`src/rtl/seq_det_pkg.sv`:
```
// ---------------------------------------------------------------------------
// seq_det_pkg
// Shared helpers for the serial pattern detector:
//   - clog2 / state_w : width of the state index for a PAT_W-bit pattern
//   - build_delta     : elaboration-time KMP next-state table, flattened
// The table holds 2*(MAX_PAT_W+1) entries of DELTA_EW bits each. Entry
// (k*2 + b) is the next state when in state S[k] and bit b is accepted.
// ---------------------------------------------------------------------------
package seq_det_pkg;

    localparam int MAX_PAT_W = 32;
    localparam int DELTA_EW  = 8;
    localparam int TBL_W     = 2 * (MAX_PAT_W + 1) * DELTA_EW;

    typedef logic [DELTA_EW-1:0] delta_entry_t;

    function automatic int clog2(input int value);
        int r;
        int v;
        r = 0;
        v = value - 1;
        while (v > 0) begin
            r = r + 1;
            v = v >> 1;
        end
        return r;
    endfunction

    // States S0..S[pat_w] need pat_w+1 codes.
    function automatic int state_w(input int pat_w);
        return clog2(pat_w + 1);
    endfunction

    // delta(k,b) = longest j such that the first j pattern bits equal the
    // last j bits of (first k pattern bits, b). pattern[pat_w-1] is the first
    // bit on the wire; s[idx] below is the idx-th bit of that string.
    function automatic logic [TBL_W-1:0] build_delta(input logic [MAX_PAT_W-1:0] pattern,
                                                     input int pat_w);
        logic [TBL_W-1:0] tbl;
        int               best;
        int               idx;
        logic             ok;
        logic             sb;
        tbl = '0;
        for (int k = 0; k <= pat_w; k++) begin
            for (int b = 0; b < 2; b++) begin
                best = 0;
                for (int j = 1; j <= pat_w; j++) begin
                    if (j <= k + 1) begin
                        ok = 1'b1;
                        for (int m = 0; m < j; m++) begin
                            idx = k + 1 - j + m;
                            sb  = (idx == k) ? b[0] : pattern[pat_w - 1 - idx];
                            if (sb != pattern[pat_w - 1 - m]) begin
                                ok = 1'b0;
                            end
                        end
                        if (ok) begin
                            best = j;
                        end
                    end
                end
                tbl[(k * 2 + b) * DELTA_EW +: DELTA_EW] = best[DELTA_EW-1:0];
            end
        end
        return tbl;
    endfunction

endpackage

```
`src/rtl/seq_detector_moore_sat_counter.sv`:
```
// ---------------------------------------------------------------------------
// sat_counter
// Saturating up-counter with asynchronous reset and synchronous clear.
// Ports:
//   clk   in   rising-edge clock
//   reset in   asynchronous, active-high
//   inc   in   add one unless already at all-ones
//   clr   in   synchronous clear, wins over inc
//   q     out  W-bit count
// ---------------------------------------------------------------------------
module sat_counter #(
    parameter int W = 8
) (
    input  logic         clk,
    input  logic         reset,
    input  logic         inc,
    input  logic         clr,
    output logic [W-1:0] q
);

    localparam logic [W-1:0] MAX_VAL = '1;

    logic [W-1:0] r_q;

    always_ff @(posedge clk or posedge reset) begin
        if (reset) begin
            r_q <= '0;
        end else if (clr) begin
            r_q <= '0;
        end else if (inc && (r_q != MAX_VAL)) begin
            r_q <= r_q + W'(1);
        end
    end

    assign q = r_q;

endmodule

```
`src/rtl/seq_detector_moore.sv`:
```
// ---------------------------------------------------------------------------
// seq_detector_moore
// Moore serial pattern detector. The state index equals the number of
// pattern bits matched so far; transitions come from a KMP table built at
// elaboration, so any PAT_W-bit pattern is handled without hand-written
// states. Outputs are decoded from the registered state only.
// Handshake: in_bit is consumed on a rising edge only when in_valid is high;
// there is no backpressure. clear outranks in_valid and discards in_bit.
// Ports:
//   clk          in   rising-edge clock
//   reset        in   asynchronous, active-high
//   clear        in   synchronous clear of state and match counter
//   in_valid     in   qualifies in_bit
//   in_bit       in   serial data, PATTERN[PAT_W-1] expected first
//   match        out  high while in the full-match state
//   match_count  out  saturating count of full-match entries
//   progress     out  current state index (doubles as FSM debug view)
// ---------------------------------------------------------------------------
module seq_detector_moore
    import seq_det_pkg::*;
#(
    parameter int               PAT_W   = 4,
    parameter logic [PAT_W-1:0] PATTERN = 4'b1011,
    parameter bit               OVERLAP = 1'b1,
    parameter int               CNT_W   = 8
) (
    input  logic                      clk,
    input  logic                      reset,
    input  logic                      clear,
    input  logic                      in_valid,
    input  logic                      in_bit,
    output logic                      match,
    output logic [CNT_W-1:0]          match_count,
    output logic [state_w(PAT_W)-1:0] progress
);

    localparam int                   SW      = state_w(PAT_W);
    localparam int                   NCODES  = 2 ** SW;
    localparam logic [SW-1:0]        FULL    = SW'(PAT_W);
    localparam logic [MAX_PAT_W-1:0] PAT_EXT = MAX_PAT_W'(PATTERN);
    localparam logic [TBL_W-1:0]     DELTA   = build_delta(PAT_EXT, PAT_W);

    logic [SW-1:0] r_state;
    logic [SW-1:0] w_next_state;
    logic [SW-1:0] w_lookup_state;
    logic          w_count_inc;

    // Table covers every code the register can hold; codes above PAT_W map
    // to S0 so the lookup never indexes outside the array.
    logic [SW-1:0] w_delta [0:NCODES-1][0:1];

    for (genvar k = 0; k < NCODES; k++) begin : g_state
        for (genvar b = 0; b < 2; b++) begin : g_bit
            if (k <= PAT_W) begin : g_used
                assign w_delta[k][b] = DELTA[(k * 2 + b) * DELTA_EW +: SW];
            end else begin : g_unused
                assign w_delta[k][b] = '0;
            end
        end
    end

    // State register
    always_ff @(posedge clk or posedge reset) begin
        if (reset) begin
            r_state <= '0;
        end else begin
            r_state <= w_next_state;
        end
    end

    // Next-state logic
    always_comb begin
        // Without overlap a completed match restarts detection as if from S0.
        w_lookup_state = r_state;
        if ((r_state == FULL) && !OVERLAP) begin
            w_lookup_state = '0;
        end

        w_next_state = r_state;
        if (clear) begin
            w_next_state = '0;
        end else if (r_state > FULL) begin
            w_next_state = '0;
        end else if (in_valid) begin
            w_next_state = w_delta[w_lookup_state][in_bit];
        end

        // Only an accepted bit landing in FULL counts; holding FULL while
        // in_valid is low is not a new match.
        w_count_inc = in_valid && !clear && (w_next_state == FULL);
    end

    // Moore output decode
    always_comb begin
        match    = (r_state == FULL);
        progress = r_state;
    end

    sat_counter #(
        .W(CNT_W)
    ) u_match_cnt (
        .clk  (clk),
        .reset(reset),
        .inc  (w_count_inc),
        .clr  (clear),
        .q    (match_count)
    );

endmodule

```
`config.mk`:
```
export PLATFORM = sky130hd
export DESIGN_NAME = seq_detector_moore
export DESIGN_NICKNAME = d
export VERILOG_FILES = /design/src/rtl/seq_det_pkg.sv /design/src/rtl/seq_detector_moore_sat_counter.sv /design/src/rtl/seq_detector_moore.sv
export SDC_FILE = /design/constraint.sdc
export NUM_CORES = 1
export LEC_CHECK = 0
export CORE_UTILIZATION = 53
export CTS_BUF_LIST = sky130_fd_sc_hd__clkbuf_4
export CTS_CLUSTER_SIZE = 8
export DETAILED_ROUTE_END_ITERATION = 8
export GPL_TIMING_DRIVEN = 0
export PLACE_DENSITY_LB_ADDON = 0.25
export SYNTH_ARGS = -nofsm -noshare
export SYNTH_HDL_FRONTEND = slang
export SYNTH_HIERARCHICAL = 1
export SYNTH_SLANG_ARGS = --single-unit
```
`constraint.sdc`:
```
create_clock -name clk -period 4.65 [get_ports clk]
set_input_delay 0.465 -clock clk [delete_from_list [all_inputs] [get_ports clk]]
set_output_delay 0.465 -clock clk [all_outputs]
set_load 0.02 [all_outputs]
```
==> flow_summary.toml <==
[run_status]
status = "complete, no violations"

[power]
power.density_nw_per_um2 = 207
switching_share = 0.261
pwr-share-comb = 0.107
pwr-share-seq = 0.532
clockPowerShare = 0.362
p_int_mw = 0.137
p_total_mw = 0.186
ir_worst_vdd_v = 0.000200
leakage_nw = 0.388
p_sw_mw = 0.0485

[setup_path]
crit_family = "simple AND/OR/NAND/NOR gates"
endpoint_kind = "register"
max_stage_delay_ps = 460
path_max_fanout = 7
cp_cell_sequence = "nor2b_1 -> nand4_1 -> nor2_1 -> nand4_1 -> a211oi_2 -> mux2_4"
reg2reg_setup_slack_ps = 2430
critical_path_class = "reg -> reg"
crit_slowest_cell = "dfrtp_1"
path_common_cell = "nand4_1"
startpoint_type = "register"
timing.rr.end = "u_match_cnt/q[5]$_DFFE_PP0P_"
r2r_cells = 6
required_ps = 4810
crit_buf_inv = 0
worstPathArrival_ps = 2380
reg2reg_from = "progress[0]$_DFF_PP0_"

[global_routing]
grt_util_all_layers = 0.263
grt_start_max_net_pins = 11
grt_first_pass_wirelength_um = 2550
grt_pass1_vias = 600
antenna_found_initial = 0
grt_overflow_total = 0

[timing]
fmax_mhz = 451
skew_ps = 8.92
slew_headroom = 0.712
hold_viol_final = 0
finalCritPeriodShare = 0.477
max_slew.worst_pin.slew_ps = 431
slew_viol_final = 0
period_minus_slack_ps = 2220
finalSetupViolations = 0
rsz0062_at_grt = "false"
tns_ps = 0

[yosys]
ys_ff_latch = 11
syn-num-nets = 78
yosysSeqAreaShare = 0.396
yosys_warnings = 6
synth.avg_cell_area_um2 = 9.64
syn_area_um2 = 694
yosysUniqueCellTypes = 33
syn_inst = 72

[placement]
hpwl_um = 1110
gp_congestion = 0.721
port_buffers = 16

[drt]
detail_route.wl_per_cell_um = 14.8
drt_wl_total_um = 1570
drtPass1Iterations = 4
viasPerCell = 6.08
drc = 0
drtIter0Drc = 23
vias = 645
ant_nets = 0

[layout]
area_growth_pct = 29.5
drive_gt1_frac = 0.152
mostFrequentLayoutCells = "clkdlybuf4s50_1 (16), dfrtp_1 (11), nor2b_1 (8)"
layout_commonest_cell = "clkdlybuf4s50_1"
diodes = 0
nets = 99

[clocking]
cts_buffer_depth = 2
cts-buffers-inserted = 3
cts_root_buf = "clkbuf_4"
tritoncts = "built"
clk_latency_ps = 280
cts_resized = 0
clk_transition_reported_paths_ps = 80
cts_hold_buf = 0
postCtsSetupBuffers = 0
cts_htree_levels = 1
cts_sinks = 11

[floorplanning]
coreArea_um2 = 1160
start_util = 0.601
die_h_um = 38.2
ioPinCount = 17
die-area_um2 = 1460
die_x_um = 38.2
fp-row-count = 12

[min_path]
hp-class = "in -> async"

[run]
cap_viol_max_count = 0
-- power by group through the flow --
stage	clock, mW	combinational [mW]	sequential [mW]
finish	0.0672	0.0199	0.0988
global route	0.0733	0.0220	0.0991
CTS	0.0691	0.0198	0.0987
detailed placement	0	0.0197	0.101
global placement	0	0.0188	0.100
floorplan	0	0.00876	0.102
-- area by class of cell --
class                      count  area, um2
sequential                    11        275
inverter                       5       18.8
fill                          94        256
clock buffer                   3       22.5
timing repair buffer          16        160
clock inverter                 1       5.00
buffer                         2       15.0
tap                           14       17.5
multi-input combinational     54        385
-- logic make-up (layout without fill, tap and decap cells) --
logic type                 after synthesis  after routing  share of synthesized area
AOI/OAI and AO/OA                       15             15                      0.168
DFF                                     11             11                      0.396
muxes                                    5              5                      0.101
and+or+nand+nor                         33             33                      0.268
buffers and inverters                    7             27                     0.0486
adders and majority gates                1              1                     0.0180
-- cell usage after synthesis, drive strengths merged --
master / count / area, um2
or4: 1 / 7.51
buf: 1 / 11.3
nand3b: 1 / 7.51
or3: 1 / 6.26
ha: 1 / 12.5
o311a: 1 / 10.0
nand4: 3 / 18.8
o21bai: 1 / 7.51
a32oi: 1 / 8.76
nor3: 1 / 5.00
and2b: 1 / 7.51
a211oi: 1 / 12.5
mux2: 4 / 60.1
o211ai: 1 / 7.51
and3: 1 / 6.26
nand3: 2 / 10.0
and4: 1 / 8.76
inv: 5 / 18.8
a31oi: 1 / 6.26
nor2b: 8 / 50.1
o211a: 1 / 10.0
clkbuf: 1 / 3.75
o21ai: 1 / 5.00
nand2b: 2 / 12.5
nand2: 4 / 15.0
mux2i: 1 / 10.0
nor2: 6 / 22.5
dfrtp: 11 / 275
a21oi: 6 / 37.5
a21boi: 1 / 11.3
nand4b: 1 / 8.76
-- metal layers --
metal / wire, um / track usage / vias to the layer above
met1: 694 / 0.321 / 305
met3: 106 / 0.0698 / 4
met2: 751 / 0.432 / 33
li1: - / - / 303
met4: 21 / 0.116 / 0
met5: 0 / 0 / -
-- worst max path at each step --
stage	start	end	slack, ps	cells past startpoint
finish	progress[0]$_DFF_PP0_	u_match_cnt/q[5]$_DFFE_PP0P_	2430	6
global route	progress[0]$_DFF_PP0_	u_match_cnt/q[5]$_DFFE_PP0P_	2230	6
CTS	in_valid	u_match_cnt/q[5]$_DFFE_PP0P_	2480	6
detailed placement	in_valid	u_match_cnt/q[5]$_DFFE_PP0P_	2190	6
global placement	in_valid	u_match_cnt/q[5]$_DFFE_PP0P_	2280	6
floorplan	progress[0]$_DFF_PP0_	u_match_cnt/q[5]$_DFFE_PP0P_	2680	6
-- state kept, by name, summed over array words and instances (netlist names) --
signal and cells:
u_match_cnt/q 8, progress 3
-- metrics by stage --
stage | setup slack, ps | utilization | std cells | area, um2 | hold slack [ps]
after floorplan | 2680 | - | 72 | 694 | 219
after global placement | 2280 | 0.754 | 102 | 872 | 559
after detailed placement | 2190 | 0.754 | 102 | 872 | 578
after CTS | 2480 | 0.778 | 106 | 900 | 369
after global routing | 2230 | 0.778 | 106 | 900 | 395
final | 2430 | 0.778 | 106 | 900 | 370
-- worst reg2reg max path, cell delays in order, from the launching register on --
cell and delay, ps:
dfrtp_1 460, nor2b_1 300, nand4_1 170, nor2_1 280
nand4_1 290, a211oi_2 300, mux2_4 310
Power figures use the tool's default switching activity.
